File: config.mk
export PLATFORM = sky130hd
export DESIGN_NAME = rf_write_arbiter_flat
export DESIGN_NICKNAME = d
export VERILOG_FILES = /design/src/rtl/rf_pkg.sv /design/src/rtl/rf_write_arbiter_if.sv /design/src/rtl/rr_picker.sv /design/src/rtl/rf_write_arbiter.sv /design/src/flat_wrapper.sv
export SDC_FILE = /design/constraint.sdc
export NUM_CORES = 1
export LEC_CHECK = 0
export ABC_AREA = 1
export CORE_MARGIN = 5
export CORE_UTILIZATION = 39
export CTS_CLUSTER_DIAMETER = 120
export DETAILED_ROUTE_END_ITERATION = 8
export PLACE_DENSITY = 0.81
export SYNTH_ARGS = -nofsm -noshare
export SYNTH_HDL_FRONTEND = slang
export SYNTH_SLANG_ARGS = --single-unit
File: constraint.sdc
create_clock -name clk -period 3.6 [get_ports clk]
set_input_delay 1.08 -clock clk [delete_from_list [all_inputs] [get_ports clk]]
set_output_delay 1.08 -clock clk [all_outputs]
set_load 0.01 [all_outputs]
File: src/rtl/rf_pkg.sv
// Shared register-file write types and constants for the write-port arbiter.
package rf_pkg;

  localparam int unsigned RF_WIDTH = 32;
  localparam int unsigned RF_SEL   = 5;

  typedef struct packed {
    logic [RF_SEL-1:0]   addr;
    logic [RF_WIDTH-1:0] data;
  } rf_wr_t;

  typedef enum logic {
    ARB_IDLE,
    ARB_LOCKED
  } arb_state_t;

endpackage

File: src/rtl/rf_write_arbiter_if.sv
// Requester-side handshake bundle plus the registered register-file write port.
interface rf_write_arbiter_if
  import rf_pkg::*;
#(
  parameter int unsigned WIDTH    = RF_WIDTH,
  parameter int unsigned SELECTOR = RF_SEL,
  parameter int unsigned NUM_REQ  = 4
);
  localparam int unsigned IdxW = $clog2(NUM_REQ);

  logic                        stall_i;
  logic [NUM_REQ-1:0]          req_valid_i;
  logic [NUM_REQ-1:0]          req_lock_i;
  logic [NUM_REQ*SELECTOR-1:0] req_addr_i;
  logic [NUM_REQ*WIDTH-1:0]    req_data_i;
  logic [NUM_REQ-1:0]          req_ready_o;
  logic                        Reg_Write_o;
  logic [SELECTOR-1:0]         Write_Register_o;
  logic [WIDTH-1:0]            Write_Data_o;
  logic [IdxW-1:0]             grant_id_o;
  logic                        locked_o;

  modport master (
    output stall_i, req_valid_i, req_lock_i, req_addr_i, req_data_i,
    input  req_ready_o, Reg_Write_o, Write_Register_o, Write_Data_o, grant_id_o, locked_o
  );

  modport slave (
    input  stall_i, req_valid_i, req_lock_i, req_addr_i, req_data_i,
    output req_ready_o, Reg_Write_o, Write_Register_o, Write_Data_o, grant_id_o, locked_o
  );

endinterface

File: src/rtl/rr_picker.sv
// Combinational round-robin picker: first eligible request at or after ptr_i, wrapping.
module rr_picker #(
  parameter  int unsigned NumReq = 4,
  localparam int unsigned IdxW   = $clog2(NumReq)
) (
  input  logic [NumReq-1:0] req_i,
  input  logic [IdxW-1:0]   ptr_i,
  input  logic [NumReq-1:0] mask_i,
  output logic [NumReq-1:0] grant_o,
  output logic [IdxW-1:0]   idx_o,
  output logic              valid_o
);

  logic [NumReq-1:0] elig;
  int unsigned       pos;
  logic [IdxW-1:0]   k;

  assign elig = req_i & mask_i;

  always_comb begin
    grant_o = '0;
    idx_o   = '0;
    valid_o = 1'b0;
    pos     = 0;
    k       = '0;
    for (int unsigned i = 0; i < NumReq; i++) begin
      pos = 32'(ptr_i) + i;
      if (pos >= NumReq) pos = pos - NumReq;
      k = IdxW'(pos);
      if (!valid_o && elig[k]) begin
        valid_o    = 1'b1;
        idx_o      = k;
        grant_o[k] = 1'b1;
      end
    end
  end

endmodule

File: src/rtl/rf_write_arbiter.sv
// Round-robin arbiter sharing one register-file write port, with burst lock and reg-0 suppression.
module rf_write_arbiter
  import rf_pkg::*;
#(
  parameter int unsigned WIDTH    = RF_WIDTH,
  parameter int unsigned SELECTOR = RF_SEL,
  parameter int unsigned NUM_REQ  = 4
) (
  input logic               clk,
  input logic               rst,
  rf_write_arbiter_if.slave bus
);

  localparam int unsigned IdxW = $clog2(NUM_REQ);

  arb_state_t          state_q, state_d;
  logic [IdxW-1:0]     ptr_q, ptr_d;
  logic [IdxW-1:0]     owner_q, owner_d;
  logic                we_q, we_d;
  logic [SELECTOR-1:0] wreg_q, wreg_d;
  logic [WIDTH-1:0]    wdata_q, wdata_d;
  logic [IdxW-1:0]     gid_q, gid_d;

  logic [NUM_REQ-1:0]  mask, grant;
  logic [IdxW-1:0]     pick_ptr, win;
  logic                win_vld, accept;
  logic [SELECTOR-1:0] win_addr;
  logic [WIDTH-1:0]    win_data;

  // While locked only the owner is eligible, so the picker starts its search there.
  assign mask     = (state_q == ARB_LOCKED) ? (NUM_REQ'(1) << owner_q) : '1;
  assign pick_ptr = (state_q == ARB_LOCKED) ? owner_q : ptr_q;

  rr_picker #(
    .NumReq (NUM_REQ)
  ) u_picker (
    .req_i   (bus.req_valid_i),
    .ptr_i   (pick_ptr),
    .mask_i  (mask),
    .grant_o (grant),
    .idx_o   (win),
    .valid_o (win_vld)
  );

  assign accept          = rst && !bus.stall_i && win_vld;
  assign bus.req_ready_o = accept ? grant : '0;
  assign win_addr        = bus.req_addr_i[32'(win)*SELECTOR +: SELECTOR];
  assign win_data        = bus.req_data_i[32'(win)*WIDTH +: WIDTH];

  always_comb begin
    state_d = state_q;
    ptr_d   = ptr_q;
    owner_d = owner_q;
    we_d    = 1'b0;
    wreg_d  = wreg_q;
    wdata_d = wdata_q;
    gid_d   = gid_q;
    if (accept) begin
      we_d    = (win_addr != '0);
      wreg_d  = win_addr;
      wdata_d = win_data;
      gid_d   = win;
    end
    unique case (state_q)
      ARB_IDLE: begin
        if (accept) begin
          ptr_d = (win == IdxW'(NUM_REQ - 1)) ? '0 : win + 1'b1;
          if (bus.req_lock_i[win]) begin
            state_d = ARB_LOCKED;
            owner_d = win;
          end
        end
      end
      ARB_LOCKED: begin
        // Unstalled cycle without an owner beat abandons the burst.
        if (!bus.stall_i && (!accept || !bus.req_lock_i[owner_q])) state_d = ARB_IDLE;
      end
      default: state_d = ARB_IDLE;
    endcase
  end

  always_ff @(posedge clk) begin
    if (!rst) begin
      state_q <= ARB_IDLE;
      ptr_q   <= '0;
      owner_q <= '0;
      we_q    <= 1'b0;
      wreg_q  <= '0;
      wdata_q <= '0;
      gid_q   <= '0;
    end else begin
      state_q <= state_d;
      ptr_q   <= ptr_d;
      owner_q <= owner_d;
      we_q    <= we_d;
      wreg_q  <= wreg_d;
      wdata_q <= wdata_d;
      gid_q   <= gid_d;
    end
  end

  assign bus.Reg_Write_o      = we_q;
  assign bus.Write_Register_o = wreg_q;
  assign bus.Write_Data_o     = wdata_q;
  assign bus.grant_id_o       = gid_q;
  assign bus.locked_o         = (state_q == ARB_LOCKED);

endmodule

File: src/flat_wrapper.sv
// flat-port wrapper written by rule: the top's interface ports become plain ports
module rf_write_arbiter_flat import rf_pkg::*;
#(
  parameter int unsigned WIDTH    = RF_WIDTH,
  parameter int unsigned SELECTOR = RF_SEL,
  parameter int unsigned NUM_REQ  = 4
)
  (clk, rst, bus_stall_i, bus_req_valid_i, bus_req_lock_i, bus_req_addr_i, bus_req_data_i, bus_req_ready_o, bus_Reg_Write_o, bus_Write_Register_o, bus_Write_Data_o, bus_grant_id_o, bus_locked_o);
  rf_write_arbiter_if #(.WIDTH(WIDTH), .SELECTOR(SELECTOR), .NUM_REQ(NUM_REQ)) bus_i ();
  input logic clk;
  input logic rst;
  input wire logic [$bits(bus_i.stall_i)-1:0] bus_stall_i;
  input wire logic [$bits(bus_i.req_valid_i)-1:0] bus_req_valid_i;
  input wire logic [$bits(bus_i.req_lock_i)-1:0] bus_req_lock_i;
  input wire logic [$bits(bus_i.req_addr_i)-1:0] bus_req_addr_i;
  input wire logic [$bits(bus_i.req_data_i)-1:0] bus_req_data_i;
  output wire logic [$bits(bus_i.req_ready_o)-1:0] bus_req_ready_o;
  output wire logic [$bits(bus_i.Reg_Write_o)-1:0] bus_Reg_Write_o;
  output wire logic [$bits(bus_i.Write_Register_o)-1:0] bus_Write_Register_o;
  output wire logic [$bits(bus_i.Write_Data_o)-1:0] bus_Write_Data_o;
  output wire logic [$bits(bus_i.grant_id_o)-1:0] bus_grant_id_o;
  output wire logic [$bits(bus_i.locked_o)-1:0] bus_locked_o;
  assign bus_i.stall_i = bus_stall_i;
  assign bus_i.req_valid_i = bus_req_valid_i;
  assign bus_i.req_lock_i = bus_req_lock_i;
  assign bus_i.req_addr_i = bus_req_addr_i;
  assign bus_i.req_data_i = bus_req_data_i;
  assign bus_req_ready_o = bus_i.req_ready_o;
  assign bus_Reg_Write_o = bus_i.Reg_Write_o;
  assign bus_Write_Register_o = bus_i.Write_Register_o;
  assign bus_Write_Data_o = bus_i.Write_Data_o;
  assign bus_grant_id_o = bus_i.grant_id_o;
  assign bus_locked_o = bus_i.locked_o;
  rf_write_arbiter #(.WIDTH(WIDTH), .SELECTOR(SELECTOR), .NUM_REQ(NUM_REQ)) u_core (.clk(clk), .rst(rst), .bus(bus_i));
endmodule
==> Yosys cells after proc, flatten, opt, wreduce, memory -nomap -nowiden <==
Cells that the tools add are included.
{ "classes": {"n_lt_le_gt_ge": 14, "reduce_logical": 21, "n_eq_ne": 1, "shifts": 3, "multipliers": 1, "bitwise": 5, "add_sub_neg": 8, "mux": 44} }
{ "op_table": {"columns": ["op", "count"], "rows": [
  ["128-bit by 8-bit variable part select with 32-bit output", 1],
  ["4-bit two-way mux", 6],
  ["2-bit two-way mux", 10],
  ["20-bit by 6-bit variable part select with 5-bit output", 1],
  ["2-bit by 3-bit < comparator with 1-bit output (second input constant)", 6],
  ["1-bit two-way mux", 17],
  ["1-bit binary-select mux with 2-bit select", 6],
  ["4-bit OR", 3],
  ["1-bit logical AND", 10],
  ["3-bit >= comparator (second input constant)", 3],
  ["1-bit demux with 2-bit select", 4],
  ["2-bit by 1-bit >= comparator with 1-bit output (second input constant)", 4],
  ["2-bit by 1-bit subtractor with 2-bit output (second input constant)", 4],
  ["2-bit by 2-bit adder with 3-bit output (second input constant)", 2],
  ["1-bit zero test", 6],
  ["2-bit by 3-bit multiplier with 5-bit output (second input constant)", 1],
  ["5-bit nonzero test", 1],
  ["4-bit bitwise AND", 1],
  ["2-bit AND reduction", 2],
  ["1-bit by 2-bit left shift with 4-bit output (first input constant)", 1],
  ["2-bit by 1-bit adder with 3-bit output (second input constant)", 1],
  ["2-bit by 3-bit >= comparator with 1-bit output (second input constant)", 1],
  ["3-bit AND reduction", 1],
  ["2-bit by 1-bit adder with 2-bit output (second input constant)", 1],
  ["4 further kinds", 4]
]} }
{ "word_totals": {"register_bits": 45, "out_inout_bits": 45} }

==> Logic depth before layout (Yosys ltp) <==
{ "depth": {"depth_word": 21, "ltp_mapped": 22, "mapped_depth_nobuf": 20} }

==> Cells and area by module <==
From an unflattened synthesis, not the netlist that was laid out.
{ "unflattened": {"hier_cells": 551, "area_unflattened_um2": 3382.0} }
{ "modules_own_cells": {"columns": ["module", "area_each_um2", "cells_each", "seq_area_each_um2", "n_inst"], "rows": [
  ["rf_write_arbiter", 2813.9, 455, 900.9, 1],
  ["rr_picker", 568.0, 96, 0.0, 1]
]} }

==> Worst setup path before layout <==
No wires, ideal clock.
{ "synth_timing": {"kind": "register to output", "from": "register u_core.state_q, in the netlist u_core.bus.locked_o", "to": "output bus_req_ready_o[0]", "path_stages_with_launch": 15, "setup_slack_ns": 0.024, "arrival_time_ns": 2.496, "required_time_ns": 2.520, "cell_sequence": "dfxtp_1 buf_6 nand2_2 o21ai_4 inv_2 ha_1 inv_1 nand3_1 o21ai_1 inv_1 nand3_1 nand3_2 buf_2 buf_1 a41oi_1"} }
{ "synth_via": {"elab_chain_len": 17, "word_cells_on_any_way": 65, "cone_classes": "7 x add/sub; 12 x order compare; 31 x mux; 4 x bitwise; 11 x reduce/logical"} }
{ "synth_rtl": {"columns": ["element", "line", "text"], "rows": [
  ["start, declared", "rf_write_arbiter.sv:16", "arb_state_t state_q, state_d;"],
  ["start signal, assigned", "rf_write_arbiter.sv:92", "state_q <= state_d;"],
  ["parallel branches: the longest is 16 deep, another holds 2-bit by 1-bit adder with 3-bit output", null, null],
  ["4-bit two-way mux (*)", "rf_write_arbiter.sv:46", "assign bus.req_ready_o = accept ? grant : '0;"],
  ["end, declared", "flat_wrapper.sv:17", "output wire logic [$bits(bus_i.req_ready_o)-1:0] bus_req_ready_o;"]
]} }
Every way passes the cells marked *. The select of a mux whose other input is x is not followed.

==> Worst setup path after layout <==
{ "layout_timing": {"from": "input bus_req_valid_i[0]", "to": "output bus_req_ready_o[2]"} }
{ "layout_via": {"elab_chain_len": 15, "word_cells_on_any_way": 28, "cone_classes": "17 x mux; 4 x bitwise; 7 x reduce/logical"} }
{ "layout_rtl": {"columns": ["element", "line", "text"], "rows": [
  ["start, declared", "flat_wrapper.sv:13", "input wire logic [$bits(bus_i.req_valid_i)-1:0] bus_req_valid_i;"],
  ["4-bit bitwise AND (*)", "rr_picker.sv:18", "assign elig = req_i & mask_i;"],
  ["1-bit binary-select mux with 2-bit select", "rr_picker.sv:30", "if (!valid_o && elig[k]) begin"],
  ["1-bit two-way mux (not written as such)", "rr_picker.sv:30", null],
  ["1-bit two-way mux", "rr_picker.sv:30", null],
  ["1-bit zero test", "rr_picker.sv:30", null],
  ["1-bit logical AND", "rr_picker.sv:30", null],
  ["1-bit two-way mux", "rr_picker.sv:30", null],
  ["1-bit zero test", "rr_picker.sv:30", null],
  ["1-bit logical AND", "rr_picker.sv:30", null],
  ["1-bit two-way mux", "rr_picker.sv:30", null],
  ["1-bit zero test", "rr_picker.sv:30", null],
  ["1-bit logical AND", "rr_picker.sv:30", null],
  ["1-bit two-way mux", "rr_picker.sv:30", null],
  ["1-bit logical AND", "rf_write_arbiter.sv:45", "assign accept = rst && !bus.stall_i && win_vld;"],
  ["4-bit two-way mux (*)", "rf_write_arbiter.sv:46", null]
]} }
Mark *: on every way between the ends. The rest lies on a longest branch, timed or not. The select of a mux whose other input is x is not followed.

==> results_dict.tcl <==
set metrics [dict create \
    slew_headroom 0.6371 \
    nFillCells 744 \
    grt_pass1_wl_mm 21.77 \
    fin_crit_sh 0.9841 \
    crit_chain "dlygate4sd2_1 > nand2_1 > nand3_2 > nand3_1 > nand2_2 > nor3_4 > buf_4 > nand2_1 > a41oi_2 > buf_2" \
    holdPathStages 2 \
    port_buffers 203 \
    hold_viol 0 \
    antenna_left 0 \
    tritoncts "built" \
    worstRegToRegCells 17 \
    rsz0062_at_grt "true" \
    coreArea_mm2 0.008678 \
    nets 953 \
    vias_per_cell 5.108 \
    crit_path_start_kind "input port" \
    fin_cells 893 \
    drt-total-wl_mm 13.35 \
    syn-cell-area_mm2 0.003452 \
    grt_pass1_vias 4525 \
    maxSlewViolCount 0 \
    setup_viol 0 \
    insertion_delay_ns 0.29 \
    dp.final_hpwl_mm 10.43 \
    critPathKind "input port to output pin" \
    cts_buffers 5 \
    grt_max_degree 44 \
    synth_cell_types 29 \
    period_needed_ns 3.543 \
    worst-path-buf-inv 3 \
    avgSynthCellArea_um2 5.983 \
    power_mw 5.482 \
    synthTopCellsByArea "dfxtp_1 (26%), nand2_1 (24%), nand3_1 (8.8%)" \
    multi_input_area_mm2 0.002328 \
    drt_first_pass_iters 7 \
    synth-seq-cells 45 \
    path_clk_slew_ns 0.08 \
    drtIter0Drc 175 \
    synthesis.nets 745 \
    cellLeakagePower_nw 2.654 \
    fp-row-count 34 \
    maxCapViolations 0 \
    clk_path_buf_depth 2 \
    finClkSkew_ns 0.003334 \
    vias 4561 \
    wl_per_cell_um 14.95 \
    gp_congestion 0.9309 \
    synth_warnings 0 \
    syn2layout_area_growth_pct 71.80 \
    crit_family "simple AND/OR/NAND/NOR gates" \
    antenna_found_initial 0 \
    synth_top_cell_area_share 0.2610 \
    crit_required_ns 2.52 \
    cts_num_sinks 45 \
    max_freq_ghz 0.2823 \
    start_util 0.3978 \
    synthCells 577 \
    die_w_um 104.1 \
    ys_seq_area_frac 0.2610 \
    die-area_mm2 0.01083 \
    cpPeakStageDelay_ns 0.25 \
    htree_levels 2 \
    timing.hold.ws_ns 0.4698 \
    root_buffer "clkbuf_8" \
    seq_area_um2 902.1 \
    cp-end-kind "output pin" \
    post-route-drc-count 0 \
    hp-class "register to register" \
    drive_gt1_frac 0.1274 \
    hold_buffers 0 \
    grt_usage 0.2384 \
    finalSetupTns_ns 0 \
    status "finished, final reports clean" \
    cpMostUsedCell "nand2_1" \
    grt.overflow.total 0 \
    worstMarginPinSlew_ns 0.5423 \
    synth_top_area_cell "dfxtp_1" \
    die_y_um 104.1 \
    slowest_stage "dlygate4sd2_1" \
    p_per_area_mw_per_mm2 924.4 \
    worst-path-stages 10 \
    pin_count 204 \
    place_inst 883 \
    cp.arrival_ns 2.46 \
    n_antenna_cell 0 \
    path_max_fanout 4 \
    ir_drop_v 0.0004526 \
]
kinds of logic (layout without fill, tap and decap cells):
family	after synthesis	in the layout	share of synthesized area
adder cells (fa/ha/maj)	9	9	0.03262
AO/OA/AOI/OAI	110	110	0.1848
flip-flops	45	45	0.2610
AND/OR/NAND/NOR	336	336	0.4175
multiplexers	1	1	0.002900
buffers and inverters	76	284	0.1011
cell usage in the layout, fill, tap and decap left out, drive strengths merged:
cell	instances
o22ai	13
nand3	66
clkbuf	5
nand4	1
bufinv	1
dfxtp	45
nand2	231
ha	9
clkinv	1
mux2i	1
buf	37
inv	41
nor2	36
a31o	11
nor3	2
dlygate4sd2	4
o21ai	45
a21oi	37
clkdlybuf4s50	195
a41oi	4
where the power goes:
group          switching [mW]  internal (mW)
logic                    2.54           1.76
clock network           0.164          0.202
registers               0.117          0.707
worst min-delay path: cells and delay by family, from the launching register on:
family	cells	cell delay (ns)
flops	1	0.31
simple gates	2	0.12
registers in the layout (all words and copies together) (netlist names):
register	flops
u_core.bus.Write_Data_o	32
u_core.bus.Write_Register_o	5
u_core.bus.grant_id_o	2
u_core.owner_q	2
u_core.ptr_q	2
u_core.bus.Reg_Write_o	1
u_core.bus.locked_o	1
routing by layer:
layer | global-route usage | wire, um
met3 | 0.07200 | 1240
met1 | 0.2737 | 5179
met4 | 0.08696 | 376
met5 | 0 | 0
met2 | 0.4153 | 6553
cell usage after synthesis (all sizes together):
library cell and count:
o22ai 13, ha 9, nor3 2, nand4 1
nand3 66, a21oi 37, buf 23, inv 41
nor2 36, a41oi 4, dfxtp 45, clkbuf 12
o21ai 45, nand2 231, mux2i 1, a31o 11
cell type report:
cell class / instances / area share
multi-input cells: 456 / 0.3926
clock buffers: 5 / 0.01160
well taps: 108 / 0.02278
inverters: 41 / 0.02637
flip-flops and latches: 45 / 0.1521
repair buffers: 236 / 0.3886
clock inverters: 2 / 0.005907
path summary, 6_finish.rpt:
kind                       startpoint                           to  slack (ns)
min          u_core.bus.grant_id_o[1]     u_core.bus.grant_id_o[1]        0.47
max reg2reg       u_core.bus.locked_o  u_core.bus.Write_Data_o[23]        0.50
max                bus_req_valid_i[0]           bus_req_ready_o[2]        0.06
min reg2reg  u_core.bus.grant_id_o[1]     u_core.bus.grant_id_o[1]        0.47
repair_timing:
action / 4_1_cts / 5_1_grt
resized for setup: 44 / 8
endpoints found under the hold margin: 0 / 0
pin swaps: 14 / 1
buffers inserted: 3 / 0
endpoints found under the setup margin: 4 / 4
through the flow:
stage | setup WS, ns | utilization | area (um^2)
detailed placement | -0.6964 | 0.6570 | 5702
floorplan | 0.02419 | - | 3452
global route | -0.008212 | 0.6834 | 5931
global placement | -0.5730 | 0.6570 | 5702
CTS | 0.03097 | 0.6802 | 5903
finish | 0.05729 | 0.6834 | 5931
Note: power is estimated with default switching activity, not from simulation.
